[config.mk]
export PLATFORM = sky130hd
export DESIGN_NAME = dart_pattern_seq_flat
export DESIGN_NICKNAME = d
export VERILOG_FILES = /design/src/rtl/dart_pattern_seq_if.sv /design/src/rtl/dart_pattern_seq.sv /design/src/flat_wrapper.sv
export SDC_FILE = /design/constraint.sdc
export NUM_CORES = 1
export LEC_CHECK = 0
export CAP_MARGIN = 5
export CORE_MARGIN = 3
export CORE_UTILIZATION = 35
export CTS_CLUSTER_SIZE = 8
export DETAILED_ROUTE_END_ITERATION = 10
export PLACE_DENSITY = 0.6
export SETUP_SLACK_MARGIN = 0.1
export SLEW_MARGIN = 20
export SYNTH_ARGS = -nofsm -noshare
export SYNTH_HDL_FRONTEND = slang
export SYNTH_SLANG_ARGS = --single-unit
[constraint.sdc]
create_clock -name clk -period 2.5 [get_ports clk]
set_clock_uncertainty 0.05 [all_clocks]
set_input_delay 0.5 -clock clk [delete_from_list [all_inputs] [get_ports clk]]
set_output_delay 0.5 -clock clk [all_outputs]
set_load 0.005 [all_outputs]
[src/rtl/dart_pattern_seq_if.sv]
// Interface bundling the dart sequencer's control, table-load and throw-output signals.
// The master side is the game controller; the slave side is the sequencer itself.
interface dart_pattern_seq_if #(
    parameter int N_PLAYERS       = 2,
    parameter int THROWS_PER_TURN = 3,
    parameter int DEPTH           = 32,
    parameter int COORD_W         = 8
);
    localparam int AW = $clog2(DEPTH);
    localparam int PW = (N_PLAYERS > 1) ? $clog2(N_PLAYERS) : 1;
    localparam int TW = (THROWS_PER_TURN > 1) ? $clog2(THROWS_PER_TURN) : 1;

    logic               start_i;
    logic               load_en_i;
    logic [AW-1:0]      load_addr_i;
    logic [COORD_W-1:0] load_x_i;
    logic [COORD_W-1:0] load_y_i;
    logic               load_last_i;
    logic [N_PLAYERS-1:0] player_done_i;
    logic               bust_i;
    logic               game_set_i;
    logic               dart_come_o;
    logic [COORD_W-1:0] dart_position_x_o;
    logic [COORD_W-1:0] dart_position_y_o;
    logic [PW-1:0]      player_o;
    logic [TW-1:0]      throw_idx_o;
    logic               finish_o;
    logic               timeout_o;

    modport master (
        output start_i, load_en_i, load_addr_i, load_x_i, load_y_i, load_last_i,
        output player_done_i, bust_i, game_set_i,
        input  dart_come_o, dart_position_x_o, dart_position_y_o, player_o,
        input  throw_idx_o, finish_o, timeout_o
    );

    modport slave (
        input  start_i, load_en_i, load_addr_i, load_x_i, load_y_i, load_last_i,
        input  player_done_i, bust_i, game_set_i,
        output dart_come_o, dart_position_x_o, dart_position_y_o, player_o,
        output throw_idx_o, finish_o, timeout_o
    );
endinterface

[src/rtl/dart_pattern_seq.sv]
// Dart throw sequencer: replays a loaded coordinate table one throw per scored dart,
// rotating players and throw indices, with start delay, bust handling and a stall timeout.
module dart_pattern_seq #(
    parameter int N_PLAYERS       = 2,
    parameter int THROWS_PER_TURN = 3,
    parameter int DEPTH           = 32,
    parameter int COORD_W         = 8,
    parameter int START_DLY       = 10,
    parameter int TIMEOUT         = 1024
) (
    input  logic              clk,
    input  logic              reset,
    dart_pattern_seq_if.slave bus
);
    localparam int AW  = $clog2(DEPTH);
    localparam int CW  = AW + 1;
    localparam int PW  = (N_PLAYERS > 1) ? $clog2(N_PLAYERS) : 1;
    localparam int TW  = (THROWS_PER_TURN > 1) ? $clog2(THROWS_PER_TURN) : 1;
    localparam int DW  = (START_DLY > 1) ? $clog2(START_DLY) : 1;
    localparam int TOW = (TIMEOUT > 1) ? $clog2(TIMEOUT) : 1;

    localparam logic [DW-1:0]  DLY_LAST    = DW'(START_DLY - 1);
    localparam logic [TOW-1:0] TOUT_LAST   = TOW'(TIMEOUT - 1);
    localparam logic [PW-1:0]  PLAYER_LAST = PW'(N_PLAYERS - 1);
    localparam logic [TW-1:0]  THROW_LAST  = TW'(THROWS_PER_TURN - 1);

    typedef enum logic [2:0] {
        IDLE   = 3'd0,
        DELAY  = 3'd1,
        THROW  = 3'd2,
        FINISH = 3'd3,
        TOUT   = 3'd4
    } state_t;

    state_t             state_r, state_s;
    logic [AW-1:0]      ptr_r, ptr_s, ptr_inc_s;
    logic [CW-1:0]      count_r, count_s;
    logic [PW-1:0]      player_r, player_s, player_adv_s;
    logic [TW-1:0]      throw_r, throw_s, throw_adv_s;
    logic [DW-1:0]      dly_r, dly_s;
    logic [TOW-1:0]     tout_r, tout_s;
    logic               done_prev_r;
    logic               done_edge_s;
    logic               wr_en_s;
    logic               come_r, come_s;
    logic               finish_r, finish_s;
    logic               timeout_r, timeout_s;
    logic [COORD_W-1:0] x_r, x_s, y_r, y_s;
    logic [COORD_W-1:0] mem_x_r [DEPTH];
    logic [COORD_W-1:0] mem_y_r [DEPTH];

    assign done_edge_s           = (|bus.player_done_i) & ~done_prev_r;
    assign bus.dart_come_o       = come_r;
    assign bus.dart_position_x_o = x_r;
    assign bus.dart_position_y_o = y_r;
    assign bus.player_o          = player_r;
    assign bus.throw_idx_o       = throw_r;
    assign bus.finish_o          = finish_r;
    assign bus.timeout_o         = timeout_r;

    // Throw table storage; contents deliberately survive reset.
    always_ff @(posedge clk) begin
        if (wr_en_s) begin
            mem_x_r[bus.load_addr_i] <= bus.load_x_i;
            mem_y_r[bus.load_addr_i] <= bus.load_y_i;
        end
    end

    // Next-state and next-output decode.
    always_comb begin
        state_s   = state_r;
        ptr_s     = ptr_r;
        count_s   = count_r;
        player_s  = player_r;
        throw_s   = throw_r;
        dly_s     = dly_r;
        tout_s    = tout_r;
        come_s    = come_r;
        finish_s  = finish_r;
        timeout_s = timeout_r;
        x_s       = x_r;
        y_s       = y_r;
        wr_en_s   = 1'b0;
        ptr_inc_s = ptr_r + AW'(1);

        // A bust ends the turn no matter how many throws remain.
        if (bus.bust_i || (throw_r == THROW_LAST)) begin
            throw_adv_s  = {TW{1'b0}};
            player_adv_s = (player_r == PLAYER_LAST) ? {PW{1'b0}} : (player_r + PW'(1));
        end else begin
            throw_adv_s  = throw_r + TW'(1);
            player_adv_s = player_r;
        end

        case (state_r)
            IDLE, FINISH, TOUT: begin
                wr_en_s = bus.load_en_i;
                if (bus.load_en_i && bus.load_last_i) begin
                    count_s = {1'b0, bus.load_addr_i} + CW'(1);
                end else begin
                    count_s = count_r;
                end
                if (bus.start_i && (count_r == {CW{1'b0}})) begin
                    state_s   = FINISH;
                    come_s    = 1'b0;
                    finish_s  = 1'b1;
                    timeout_s = 1'b0;
                end else if (bus.start_i) begin
                    state_s   = DELAY;
                    ptr_s     = {AW{1'b0}};
                    player_s  = {PW{1'b0}};
                    throw_s   = {TW{1'b0}};
                    dly_s     = {DW{1'b0}};
                    come_s    = 1'b0;
                    finish_s  = 1'b0;
                    timeout_s = 1'b0;
                end else begin
                    state_s = state_r;
                end
            end
            DELAY: begin
                if (bus.game_set_i) begin
                    state_s  = FINISH;
                    finish_s = 1'b1;
                end else if (dly_r == DLY_LAST) begin
                    state_s = THROW;
                    come_s  = 1'b1;
                    tout_s  = {TOW{1'b0}};
                    x_s     = mem_x_r[{AW{1'b0}}];
                    y_s     = mem_y_r[{AW{1'b0}}];
                end else begin
                    dly_s = dly_r + DW'(1);
                end
            end
            THROW: begin
                if (bus.game_set_i) begin
                    state_s  = FINISH;
                    come_s   = 1'b0;
                    finish_s = 1'b1;
                end else if (done_edge_s) begin
                    tout_s   = {TOW{1'b0}};
                    player_s = player_adv_s;
                    throw_s  = throw_adv_s;
                    if ({1'b0, ptr_r} == (count_r - CW'(1))) begin
                        state_s  = FINISH;
                        come_s   = 1'b0;
                        finish_s = 1'b1;
                    end else begin
                        ptr_s = ptr_inc_s;
                        x_s   = mem_x_r[ptr_inc_s];
                        y_s   = mem_y_r[ptr_inc_s];
                    end
                end else if (tout_r == TOUT_LAST) begin
                    state_s   = TOUT;
                    come_s    = 1'b0;
                    timeout_s = 1'b1;
                end else begin
                    tout_s = tout_r + TOW'(1);
                end
            end
            default: begin
                state_s = IDLE;
            end
        endcase
    end

    // State, counters and registered outputs.
    always_ff @(posedge clk) begin
        if (reset) begin
            state_r     <= IDLE;
            ptr_r       <= {AW{1'b0}};
            count_r     <= {CW{1'b0}};
            player_r    <= {PW{1'b0}};
            throw_r     <= {TW{1'b0}};
            dly_r       <= {DW{1'b0}};
            tout_r      <= {TOW{1'b0}};
            done_prev_r <= 1'b0;
            come_r      <= 1'b0;
            finish_r    <= 1'b0;
            timeout_r   <= 1'b0;
            x_r         <= {COORD_W{1'b0}};
            y_r         <= {COORD_W{1'b0}};
        end else begin
            state_r     <= state_s;
            ptr_r       <= ptr_s;
            count_r     <= count_s;
            player_r    <= player_s;
            throw_r     <= throw_s;
            dly_r       <= dly_s;
            tout_r      <= tout_s;
            done_prev_r <= |bus.player_done_i;
            come_r      <= come_s;
            finish_r    <= finish_s;
            timeout_r   <= timeout_s;
            x_r         <= x_s;
            y_r         <= y_s;
        end
    end
endmodule

[src/flat_wrapper.sv]
// flat-port wrapper written by rule: the top's interface ports become plain ports
module dart_pattern_seq_flat 
#(
    parameter int N_PLAYERS       = 2,
    parameter int THROWS_PER_TURN = 3,
    parameter int DEPTH           = 32,
    parameter int COORD_W         = 8,
    parameter int START_DLY       = 10,
    parameter int TIMEOUT         = 1024
)
  (clk, reset, bus_start_i, bus_load_en_i, bus_load_addr_i, bus_load_x_i, bus_load_y_i, bus_load_last_i, bus_player_done_i, bus_bust_i, bus_game_set_i, bus_dart_come_o, bus_dart_position_x_o, bus_dart_position_y_o, bus_player_o, bus_throw_idx_o, bus_finish_o, bus_timeout_o);
  dart_pattern_seq_if #(.N_PLAYERS(N_PLAYERS), .THROWS_PER_TURN(THROWS_PER_TURN), .DEPTH(DEPTH), .COORD_W(COORD_W)) bus_i ();
  input  logic clk;
  input  logic reset;
  input wire logic [$bits(bus_i.start_i)-1:0] bus_start_i;
  input wire logic [$bits(bus_i.load_en_i)-1:0] bus_load_en_i;
  input wire logic [$bits(bus_i.load_addr_i)-1:0] bus_load_addr_i;
  input wire logic [$bits(bus_i.load_x_i)-1:0] bus_load_x_i;
  input wire logic [$bits(bus_i.load_y_i)-1:0] bus_load_y_i;
  input wire logic [$bits(bus_i.load_last_i)-1:0] bus_load_last_i;
  input wire logic [$bits(bus_i.player_done_i)-1:0] bus_player_done_i;
  input wire logic [$bits(bus_i.bust_i)-1:0] bus_bust_i;
  input wire logic [$bits(bus_i.game_set_i)-1:0] bus_game_set_i;
  output wire logic [$bits(bus_i.dart_come_o)-1:0] bus_dart_come_o;
  output wire logic [$bits(bus_i.dart_position_x_o)-1:0] bus_dart_position_x_o;
  output wire logic [$bits(bus_i.dart_position_y_o)-1:0] bus_dart_position_y_o;
  output wire logic [$bits(bus_i.player_o)-1:0] bus_player_o;
  output wire logic [$bits(bus_i.throw_idx_o)-1:0] bus_throw_idx_o;
  output wire logic [$bits(bus_i.finish_o)-1:0] bus_finish_o;
  output wire logic [$bits(bus_i.timeout_o)-1:0] bus_timeout_o;
  assign bus_i.start_i = bus_start_i;
  assign bus_i.load_en_i = bus_load_en_i;
  assign bus_i.load_addr_i = bus_load_addr_i;
  assign bus_i.load_x_i = bus_load_x_i;
  assign bus_i.load_y_i = bus_load_y_i;
  assign bus_i.load_last_i = bus_load_last_i;
  assign bus_i.player_done_i = bus_player_done_i;
  assign bus_i.bust_i = bus_bust_i;
  assign bus_i.game_set_i = bus_game_set_i;
  assign bus_dart_come_o = bus_i.dart_come_o;
  assign bus_dart_position_x_o = bus_i.dart_position_x_o;
  assign bus_dart_position_y_o = bus_i.dart_position_y_o;
  assign bus_player_o = bus_i.player_o;
  assign bus_throw_idx_o = bus_i.throw_idx_o;
  assign bus_finish_o = bus_i.finish_o;
  assign bus_timeout_o = bus_i.timeout_o;
  dart_pattern_seq #(.N_PLAYERS(N_PLAYERS), .THROWS_PER_TURN(THROWS_PER_TURN), .DEPTH(DEPTH), .COORD_W(COORD_W), .START_DLY(START_DLY), .TIMEOUT(TIMEOUT)) u_core (.clk(clk), .reset(reset), .bus(bus_i));
endmodule
==> out/qor.csv <==
metric,value,unit
result of the run,finished clean,
count of buffers inserted at the top-level ports,51,
period utilization,96.1,%
antenna diode instance count,0,
maximum VDD drop,0.538,mV
category of the worst setup path launch point,flop,
pin count of the biggest net entering global routing,38,
Worst Hold Path EP,u_core.bus.finish_o$_SDFFE_PP0P_,
total routing usage reported by global routing,16.4,%
number of global-route vias before repair,12900,
max incr delay on CP,0.51,ns
worst min-delay path class,flop to flop,
CTS tree,built,
post-synthesis instance total,1262,
measured slew at the worst slew-check pin,0.772,ns
count of filler cells inserted in the layout,5470,
# setup viols final,0,
"Min Clock Period, post-route",2.40,ns
fraction of the mapped netlist area in adder cells,0.612,%
RR Startpoint,u_core.ptr_r[0]$_SDFFE_PP0P_,
initial core utilization,35.5,%
number of buffers created by CTS,80,
final hold vios,0,
post-detailed-route via-to-cell ratio,5.28,
cell repeated most along the worst path,buf_12,
NumNets Final,1537,
width of the die,260,um
library cell with the largest summed area after synthesis,edfxtp_1,
multiplexer area fraction after synthesis,13.1,%
Most used DFF post-synth,edfxtp_1,
Root Buffer,clkbuf_16,
area added between synthesis and finish,25.6,%
number of synthesized flops with an enable pin,512,
"critical path, cell by cell",ha_4 > buf_12 > buf_12 > buf_12 > mux4_2 > a22o_1 > nor3_2 > o41ai_2,
dominant combinational cell family by area after synthesis,multiplexers,
Post-Layout Cell Count,2392,
total of flip-flops plus latches after synthesis,563,
slowest stage cell on the critical path,mux4_2,
count of pins over their slew limit,0,
mean instance size in the synthesized netlist,17.8,um^2
Total Routed Length,55400,um
Worst Reg-to-Reg Cells,8,
critical-path maximum fanout,9,
placement row count,92,
final total negative setup slack,0,ns
overflow left after global routing,0,
RSZ-0062 raised after global routing,true,
total number of vias,12600,
area taken by flip-flops and latches,0.0164,mm^2
arrival time at the worst endpoint,2.84,ns
power density relative to cell area,854,mW/mm^2
"Clk pin slew, worst setup/hold paths",0.05,ns
Antenna Violating Nets Remaining,0,
footprint of the multi-input gates,0.00594,mm^2
simple logic cell fraction of the synthesized area,5.84,%
R2R Setup Slk,0.1,ns
final routed DRC violation total,0,
top area cells in the synthesized netlist,"edfxtp_1 68%, mux4_2 12%, dfxtp_1 4.5%, mux2i_1 1.5%, nor2_1 1.3%",
Relative slew margins,48.4,%
clock insertion delay at the later pin of the skew report,0.60,ns
synthesis warning total,0,
wire length of the first global-routing pass,82000,um
CTS H-Tree Depth,3,
half-perimeter wire length of the detailed placement result,34300,um
ys async rst share,0,%
hold-critical path depth,2,
maximum clock frequency,416,MHz
share of the synthesized area in the top cell type,68.4,%
Hold Buf Count CTS,0,
Netlist Area Pre-Place,0.0225,mm^2
Die ar.,0.0673,mm^2
fraction of layout instances using a drive strength above 1,27.7,%
Core Box Area,0.0633,mm^2
data required time at the worst endpoint,2.93,ns
number of distinct library cells after synthesis,62,
placed cell count,2244,
leakage,0.00907,uW
critical path endpoint category,flop,
number of antenna violations at the first check in global routing,0,
Placement Cell Area,0.0255,mm^2
weighted congestion reported at the end of routability-driven placement,0.781,
share of the synthesized area in compound gates (AO/OA/AOI/OAI),5.22,%
Detailed Route Iter0 Violations,1204,
number of max-capacitance violations reported,0,
register area share after synthesis,72.9,%
number of nets produced by synthesis,1303,
wire per inst,23.1,um
category of the critical setup timing path,flop to flop,
Reg-to-Reg End,u_core.bus.dart_position_x_o[4]$_SDFFE_PP0P_,
vertical extent of the die,260,um
clock sink count,563,
Finished Cell Area,0.0283,mm^2
io pins,52,
DR pass1 iterations,5,
Hold Crit Start,u_core.bus.finish_o$_SDFFE_PP0P_,
Longest Clk Path Bufs,3,
Synth Area in XOR/XNOR,0.734,%
## critical path: cells and delay by family, from the launching register on
family | cells | cell delay, ns
muxes | 1 | 0.51
DFF | 1 | 0.36
adders and majority gates | 1 | 0.30
buffers and inverters | 3 | 0.44
AOI/OAI and AO/OA | 2 | 0.38
and+or+nand+nor | 1 | 0.23
## per-layer routing
layer	GRT usage, %	wire [um]
met2	26.7	26700
met4	4.41	1220
met3	3.40	3600
met1	22.3	23900
met5	0	0
## placed cells by master (no fill, tap or decap), drive strengths merged, types with 23 or more instances in the layout
master           n
a21oi           40
buf            163
clkbuf         130
clkdlybuf4s50   51
dfxtp           51
edfxtp         512
mux2i           33
mux4           116
nand2           75
nand3           23
nor2            79
## repair_timing
| item | CTS | global route |
|---|---|---|
| resized for setup | 5 | 45 |
| gates cloned | 0 | 5 |
| endpoints found under the setup margin | 19 | 83 |
| setup buffers | 8 | 3 |
| pin swaps | 1 | 1 |
## cells in the mapped netlist, types with 13 or more instances
library cell,instances
a21oi_1,39
nand2_1,75
nand3_1,23
mux4_2,116
buf_2,33
clkbuf_1,24
o21ai_0,21
and3_1,20
a22oi_1,20
dfxtp_1,51
nor2_1,79
mux2i_1,33
edfxtp_1,512
nor3_1,18
inv_1,14
nor2b_1,13
## registers in the layout, summed over array words and instances, names as in the netlist
name / cells
u_core.bus.dart_position_y_o: 8
u_core.bus.timeout_o: 1
u_core.mem_y_r: 256
u_core.bus.dart_come_o: 1
u_core.dly_r: 4
u_core.tout_r: 10
u_core.ptr_r: 5
u_core.count_r: 6
u_core.done_prev_r: 1
u_core.bus.finish_o: 1
u_core.bus.dart_position_x_o: 8
u_core.state_r: 3
u_core.mem_x_r: 256
u_core.bus.throw_idx_o: 2
u_core.bus.player_o: 1
## final cells by class
class,count,share of cell area [%]
multi-input cells,619,21.0
clock buffers,126,7.81
flip-flops and latches,563,58.1
well taps,846,3.75
inverters,14,0.186
clock inverters,6,0.452
repair buffers,218,8.71
## where the power goes
group          switching, uW  leakage (uW)  internal, uW
clock network           3910       0.00111          6040
logic                   1800       0.00294          1710
registers                161       0.00502         10500
total                   5870       0.00907         18300
## worst max-delay path by stage
stage | start | end | slack (ns)
2_1_floorplan | u_core.ptr_r[1]$_SDFFE_PP0P_ | u_core.bus.dart_position_x_o[6]$_SDFFE_PP0P_ | 0.08
3_3_place_gp | bus_player_done_i[1] | u_core.tout_r[9]$_SDFFE_PP0P_ | -0.14
3_5_place_dp | bus_player_done_i[0] | u_core.tout_r[9]$_SDFFE_PP0P_ | -0.19
4_1_cts | u_core.ptr_r[1]$_SDFFE_PP0P_ | u_core.bus.dart_position_x_o[5]$_SDFFE_PP0P_ | 0.09
5_1_grt | u_core.ptr_r[0]$_SDFFE_PP0P_ | u_core.bus.dart_position_y_o[1]$_SDFFE_PP0P_ | -0.003
6_report | u_core.ptr_r[0]$_SDFFE_PP0P_ | u_core.bus.dart_position_x_o[4]$_SDFFE_PP0P_ | 0.1
## metrics by stage
step,hold slack (ns),utilization (%),power (uW),worst slack (ns)
finish,0.416,44.6,24100,0.0982
CTS,0.416,44.2,24300,0.0864
detailed placement,0.408,40.3,14200,-0.188
global placement,0.401,40.3,14200,-0.142
floorplan,0.392,-,12700,0.0784
global route,0.423,44.6,25100,-0.00341
## cells by family (layout without fill, tap and decap cells)
group | after synthesis | count (layout)
flip-flops | 563 | 563
AND/OR/NAND/NOR | 275 | 275
AO/OA/AOI/OAI | 166 | 166
multiplexers | 149 | 149
buffers and inverters | 80 | 364
XOR/XNOR | 18 | 18
adder cells (fa/ha/maj) | 11 | 11
No activity file was read; power rests on OpenSTA's default activity.
